==> config.mk <==
export PLATFORM = sky130hd
export DESIGN_NAME = pixel_readout_bus
export DESIGN_NICKNAME = d
export VERILOG_FILES = /design/src/rtl/pixbus_pkg.sv /design/src/rtl/gray_to_bin_p.sv /design/src/rtl/pixel_readout_bus.sv
export SDC_FILE = /design/constraint.sdc
export NUM_CORES = 1
export LEC_CHECK = 0
export ABC_AREA = 1
export CAP_MARGIN = 20
export CORE_UTILIZATION = 50
export DETAILED_ROUTE_END_ITERATION = 6
export GPL_ROUTABILITY_DRIVEN = 1
export HOLD_SLACK_MARGIN = 0.1
export MAX_ROUTING_LAYER = met4
export PLACE_DENSITY = 0.8
export REMOVE_ABC_BUFFERS = 1
export SLEW_MARGIN = 15
export SYNTH_ARGS = -nofsm -noshare
export SYNTH_HDL_FRONTEND = slang
export SYNTH_SLANG_ARGS = --single-unit
==> constraint.sdc <==
create_clock -name clk -period 1.7 [get_ports clk]
set_clock_uncertainty 0.15 [all_clocks]
set_input_delay 0.255 -clock clk [delete_from_list [all_inputs] [get_ports clk]]
set_output_delay 0.255 -clock clk [all_outputs]
set_load 0.005 [all_outputs]
==> src/rtl/pixbus_pkg.sv <==
// pixbus_pkg: shared state type and sizing helpers for the pixel readout bus
package pixbus_pkg;
    typedef enum logic {IDLE, STREAM} state_t;
    function automatic int beats(input int num_ch, input int lanes);
        return num_ch / lanes;
    endfunction
    function automatic int beat_w(input int n);
        return n > 1 ? $clog2(n) : 1;
    endfunction
endpackage

==> src/rtl/gray_to_bin_p.sv <==
// gray_to_bin_p: combinational W-bit gray to binary converter
module gray_to_bin_p #(
    parameter int W = 8
) (
    input  logic [W-1:0] g,
    output logic [W-1:0] b
);
    always_comb begin
        b = '0;
        for (int i = 0; i < W; i++) b[i] = ^(g >> i);
    end
endmodule

==> src/rtl/pixel_readout_bus.sv <==
// pixel_readout_bus: captures NUM_CH gray pixels, streams binary LANES per beat (optional PIXBUS_PARITY_EN parity)
module pixel_readout_bus
    import pixbus_pkg::*;
#(
    parameter int PIX_W  = 8,
    parameter int NUM_CH = 4,
    parameter int LANES  = 2
) (
    input  logic                    clk,
    input  logic                    reset,
    input  logic                    read_req,
    input  logic [NUM_CH*PIX_W-1:0] pix_data_in,
    output logic                    busy,
    output logic                    out_valid,
    input  logic                    out_ready,
    output logic [LANES*PIX_W-1:0]  out_data,
    output logic                    out_last,
    output logic                    overrun
`ifdef PIXBUS_PARITY_EN
    ,
    output logic                    out_parity
`endif
);
    localparam int BEATS = beats(NUM_CH, LANES);
    localparam int BW = beat_w(BEATS);
    localparam int CW = NUM_CH * PIX_W;
    localparam int DW = LANES * PIX_W;
    logic [CW-1:0] conv, cap;
    logic [BW-1:0] beat;
    state_t state;
    logic xfer, last, restart, load, clear, nl;
    logic [DW-1:0] nd;
    for (genvar c = 0; c < NUM_CH; c++) begin : g_conv
        gray_to_bin_p #(.W(PIX_W)) u_g2b (
            .g(pix_data_in[CW-1-c*PIX_W -: PIX_W]),
            .b(conv[CW-1-c*PIX_W -: PIX_W])
        );
    end
    // A new frame starts from IDLE or back-to-back on the last transfer, always at beat 0
    always_comb begin
        last    = int'(beat) == BEATS - 1;
        xfer    = state == STREAM && out_ready;
        restart = state == IDLE || last;
        nd      = restart ? conv[CW-1 -: DW] : cap[CW-1-(int'(beat)+1)*DW -: DW];
        nl      = restart ? (BEATS == 1) : (int'(beat) + 1 == BEATS - 1);
        load    = state == IDLE ? read_req : xfer && (!last || read_req);
        clear   = xfer && last && !read_req;
    end
    always_ff @(posedge clk) begin
        if (reset) begin
            state     <= IDLE;
            beat      <= '0;
            cap       <= '0;
            busy      <= 1'b0;
            out_valid <= 1'b0;
            out_data  <= '0;
            out_last  <= 1'b0;
            overrun   <= 1'b0;
        end else begin
            if (state == STREAM && read_req && !(xfer && last)) overrun <= 1'b1;
            if (clear) begin
                state     <= IDLE;
                busy      <= 1'b0;
                out_valid <= 1'b0;
                out_data  <= '0;
                out_last  <= 1'b0;
            end else if (load) begin
                state     <= STREAM;
                busy      <= 1'b1;
                out_valid <= 1'b1;
                out_data  <= nd;
                out_last  <= nl;
                beat      <= restart ? '0 : beat + 1'b1;
                if (restart) cap <= conv;
            end
        end
    end
`ifdef PIXBUS_PARITY_EN
    always_ff @(posedge clk)
        out_parity <= (reset || clear) ? 1'b0 : load ? ^nd : out_parity;
`endif
endmodule

==> results of run 1 <==
[final cells by class]
| class | count | area (um2) | share of cell area (%) |
|---|---|---|---|
| multi-input cells | 294 | 1370 | 41.6 |
| repair buffers | 79 | 731 | 22.3 |
| flip-flops and latches | 36 | 722 | 22.0 |
| inverters | 71 | 269 | 8.21 |
| clock buffers | 7 | 96.3 | 2.94 |
| well taps | 52 | 65.1 | 1.98 |
| clock inverters | 1 | 30.0 | 0.916 |
[routing by layer]
layer  up-vias  GRT usage (%)  part of all wire [%]
li1       1413              -                     -
met1      1147           27.9                    45
met2        62           42.9                    49
met3         6           5.20                   4.7
met4         0           8.93                   1.5
met5         -              -                     0
[final timing paths]
check / startpoint / endpoint / slack (ns) / cells past startpoint
worst max-delay path: out_data[8]$_SDFFE_PP0P_ / out_data[8] / 0.11 / 1
worst min-delay path: overrun$_SDFFE_PP0P_ / overrun$_SDFFE_PP0P_ / 0.31 / 2
worst min register to register: overrun$_SDFFE_PP0P_ / overrun$_SDFFE_PP0P_ / 0.31 / 2
worst max register to register: beat$_SDFFE_PP0P_ / cap[10]$_SDFFE_PP0P_ / 0.21 / 8
[cell usage after synthesis]
library cell,number
nand2_1,180
inv_1,66
dfxtp_1,36
nand3_1,28
a21oi_1,21
o21ai_0,14
xor2_1,11
xnor2_1,9
a31oi_1,7
nor2_1,7
nand2_2,6
inv_2,5
buf_4,4
a21oi_2,3
buf_6,3
o211ai_1,3
nand4_1,2
buf_2,1
clkbuf_1,1
nand3_2,1
nor2_4,1
o21ai_2,1
[cell families (layout without fill, tap and decap cells)]
logic type,Yosys count,in the layout,synth area share (%)
buf+inv,80,158,14.0
compound gates,49,49,11.4
simple gates,225,225,37.7
flops,36,36,29.7
xor+xnor,20,20,7.22
[metrics by stage]
step,hold WS (ns),std cells
detailed placement,0.303,532
finish,0.307,540
global placement,0.297,532
global route,0.318,540
floorplan,0.174,401
CTS,0.312,540
[sequential cells by signal, indices dropped and copies added, names as in the netlist]
name / count
cap: 16
state: 1
beat: 1
out_data: 16
out_last: 1
overrun: 1
[power groups by stage]
stage	combinational [W]	sequential, W	clock (W)
finish	0.000733	0.000958	0.000823
global route	0.000829	0.000966	0.000874
CTS	0.000733	0.000957	0.000831
detailed placement	0.000725	0.000975	0
global placement	0.000704	0.000974	0
floorplan	0.000399	0.000971	0
[what timing repair did]
action                                  in CTS  in global routing
endpoints found under the setup margin       0                  3
gates resized for setup                      0                  2
hold buffers                                 0                  0
==> impl_metrics.toml, run 1 <==
[sta]
fin_setup_tns_ns = 0
rsz0062_at_grt = "false"
layout_setup_ws_ns = 0.105
fin_crit_ns = 1.59
hold_viol = 0
relSlewSlack_pct = 80.8
worst_pin_slew_ns = 0.286
timing.final.crit_share_pct = 93.8
setup_viol = 0
report.final.slew_viol_count = 0
fmax_mhz = 627

[placement]
place_area_um2 = 3150
place_ws_ns = -0.168
gp_congestion = 0.901
io_buffers = 55
dp.final_hpwl_um = 4460

[critical_path]
critPathBufInv = 1
path_cells = "clkdlybuf4s50_1"
crit_arrival_ns = 1.19
cpMaxStageDelayCell = "clkdlybuf4s50_1"
worstPathMaxFanout = 2
crit_path_end_kind = "primary output"
slowest_delay_ns = 0.52
crit_family = "buffers and inverters"
critPathLaunchType = "flop"
critPathRequiredTime_ns = 1.29
critical_path_class = "reg -> out"

[grt]
antenna_found_initial = 0
grt_pass1_wl_um = 9870
grt_start_max_net_pins = 17
grt_pass1_vias = 2431
grt_usage_pct = 24.7
grt.overflow.total = 0

[synth]
yosysTopAreaCellShare_pct = 29.7
syn_inst = 410
yosys.area.top_type = "dfxtp_1"
seq_area_frac_synth_pct = 29.7
netlist_area_um2 = 2420
yosysWarnings = 0
synth_area_leaders = "dfxtp_1 (30%), nand2_1 (28%), inv_1 (10%)"
synth_cell_types = 22
synth_seq_cells = 36
synth.avg_cell_area_um2 = 5.91

[route]
postRouteAntennaNets = 0
via_count = 2628
wl_um = 5700
via_per_inst = 4.87
drt-initial-drc-count = 145
wl_per_cell_um = 10.6
dr.pass1.iters = 4
drc = 0

[finish]
post_route_cells_drive_above_1_share_pct = 10.2
layout_common_cells = "nand2_1 (180), inv_1 (66), clkdlybuf4s50_1 (55)"
fin_nets = 523
mostFrequentLayoutCell = "nand2_1"
fin_area_um2 = 3280
synthToLayoutAreaGrowth_pct = 35.2
fill_cells = 388
postLayoutCoreUtil_pct = 72.8
antenna_cells = 0

[die]
core-area_um2 = 4500
die-area_um2 = 5130
start_util_pct = 53.8
die_w_um = 71.6
fp-row-count = 24
ios = 56
die-height_um = 71.6

[min_path]
hold_class = "reg -> reg"

[power_and_ir_drop]
p_int_w = 0.00178
switching_power_w = 0.000733
ir_drop_uv = 409
leakage_nw = 1.68
pwr-share-seq_pct = 38.1
power.clock.fraction_pct = 32.7
combPwrFrac_pct = 29.2
power-per-cell-area_nw_per_um2 = 767
swShare_pct = 29.2
finalPower_w = 0.00251

[outcome]
status = "completed"

[clock_tree]
cts_tree = "yes"
clk_path_buf_depth = 2
clk_pin_slew_ns = 0.07
worstSkewPairLatency_ns = 0.30
cts.htree.levels = 2
numCtsBuffers = 5
postCtsSetupRepairBufs = 0
cts_root_buf = "clkbuf_8"
cts_sinks = 36

[flow_run]
cap_violations = 0
Power figures use the tool's default switching activity.
==> inputs of run 2 (changes only) <==
- CAP_MARGIN: 20 -> 10
==> results of run 2 <==
The final DEF is identical to that of run 1; final timing and power are the same.
==> inputs of run 3 (changes only) <==
- CORE_MARGIN: default -> 2
==> run 3 against run 2 <==
Effect of this change: die area is 5.7% higher; power decreased by 7.1%; wire length fell by 2.5%; combinational power shrank 2%; hold slack better by 0.0034 ns.
==> impl_metrics.toml, run 3 (synthesis gave the netlist of run 1 again) <==
[outcome]
status = "completed"

[critical_path]
crit_path_end_kind = "primary output"
worstPathMaxFanout = 5
critPathLaunchType = "flop"
slowest_delay_ns = 0.53
critPathRequiredTime_ns = 1.29
critical_path_class = "reg -> out"
crit_family = "buffers and inverters"
crit_arrival_ns = 1.24
path_cells = "clkdlybuf4s50_1"
critPathBufInv = 1
cpMaxStageDelayCell = "clkdlybuf4s50_1"

[clock_tree]
cts_tree = "yes"
cts_sinks = 36
cts.repair.resized = 0
clk_pin_slew_ns = 0.07
cts.htree.levels = 2
numCtsBuffers = 5
postCtsSetupRepairBufs = 0
worstSkewPairLatency_ns = 0.29
cts_root_buf = "clkbuf_8"
ctsHoldBuffers = 0
clk_path_buf_depth = 2

[sta]
fmax_mhz = 606
fin_crit_ns = 1.65
hold_viol = 0
rsz0062_at_grt = "false"
timing.final.crit_share_pct = 97.0
setup_viol = 0
worst_pin_slew_ns = 0.280
report.final.slew_viol_count = 0
relSlewSlack_pct = 81.2

[die]
core-area_um2 = 4690
die_w_um = 73.6
ios = 56
fp-row-count = 25
die-area_um2 = 5420
die-height_um = 73.6
start_util_pct = 51.7

[grt]
grt_pass1_wl_um = 9570
grt_usage_pct = 22.8
antenna_found_initial = 0
grt_start_max_net_pins = 17
grt.overflow.total = 0
grt_pass1_vias = 2336

[route]
via_per_inst = 4.77
wl_met2_um = 2700
drc = 0
wl_met1_um = 2570
wl_per_cell_um = 10.3
via_count = 2573
wl_um = 5560
highest_layer = "met4"
drt-initial-drc-count = 120
dr.pass1.iters = 5
wl_met3_um = 171
postRouteAntennaNets = 0

[placement]
place_area_um2 = 3140
dp.final_hpwl_um = 4400
io_buffers = 55
gp_congestion = 0.830

[finish]
mostFrequentLayoutCell = "nand2_1"
layout_common_cells = "nand2_1 (180), inv_1 (66), clkdlybuf4s50_1 (55)"
fin_nets = 521
post_route_cells_drive_above_1_share_pct = 9.48
antenna_cells = 0
fin_area_um2 = 3230
reg_top3 = "cap x16, out_data x16"
synthToLayoutAreaGrowth_pct = 33.3

[min_path]
hold_class = "reg -> reg"

[power_and_ir_drop]
leakage_nw = 1.66
power-per-cell-area_nw_per_um2 = 722
finalPower_w = 0.00233
ir_drop_uv = 335

[flow_run]
cap_violations = 0
run 3: cell count changes in the layout (fill, tap and decap cells not counted):
cell       before  now
inv_4           1    0
inv_2           4    5
buf_4          24   22
dfxtp_2         1    0
dfxtp_1        35   36
bufinv_16       1    0
run 3: layout make-up:
class / instances / area, um2
multi-input combinational: 294 / 1370
tap: 54 / 67.6
inverter: 71 / 267
timing repair buffer: 77 / 716
clock buffer: 7 / 96.3
fill: 439 / 1460
sequential: 36 / 721
run 3: layer usage:
metal  GRT usage [%]  vias up
met5               -        -
li1                -     1399
met2            39.0       48
met4            9.90        0
met1            26.7     1117
met3            2.74        9
run 3: final timing paths:
check / start / to / slack [ns] / cells past startpoint
worst min register to register: overrun$_SDFFE_PP0P_ / overrun$_SDFFE_PP0P_ / 0.31 / 2
worst max register to register: beat$_SDFFE_PP0P_ / out_data[8]$_SDFFE_PP0P_ / 0.23 / 10
worst min-delay path: overrun$_SDFFE_PP0P_ / overrun$_SDFFE_PP0P_ / 0.31 / 2
worst max-delay path: state$_SDFFE_PP0P_ / out_valid / 0.05 / 1
run 3: power breakdown:
part           leakage [nW]  switching, W  total [W]  internal, W
registers             0.296     0.0000411   0.000960     0.000919
clock network        0.0503      0.000295   0.000656     0.000361
logic                  1.31      0.000379   0.000718     0.000340
run 3: per-stage QoR:
step	instances	utilization [%]	setup TNS (ns)	hold WS [ns]	worst slack [ns]
after floorplan	401	-	0	0.174	0.0427
after global routing	539	68.9	0	0.351	0.0137
after CTS	539	68.9	0	0.312	0.0424
after global placement	532	66.8	-0.355	0.290	-0.0372
final	539	68.9	0	0.311	0.0510
after detailed placement	532	66.8	-1.17	0.298	-0.0881
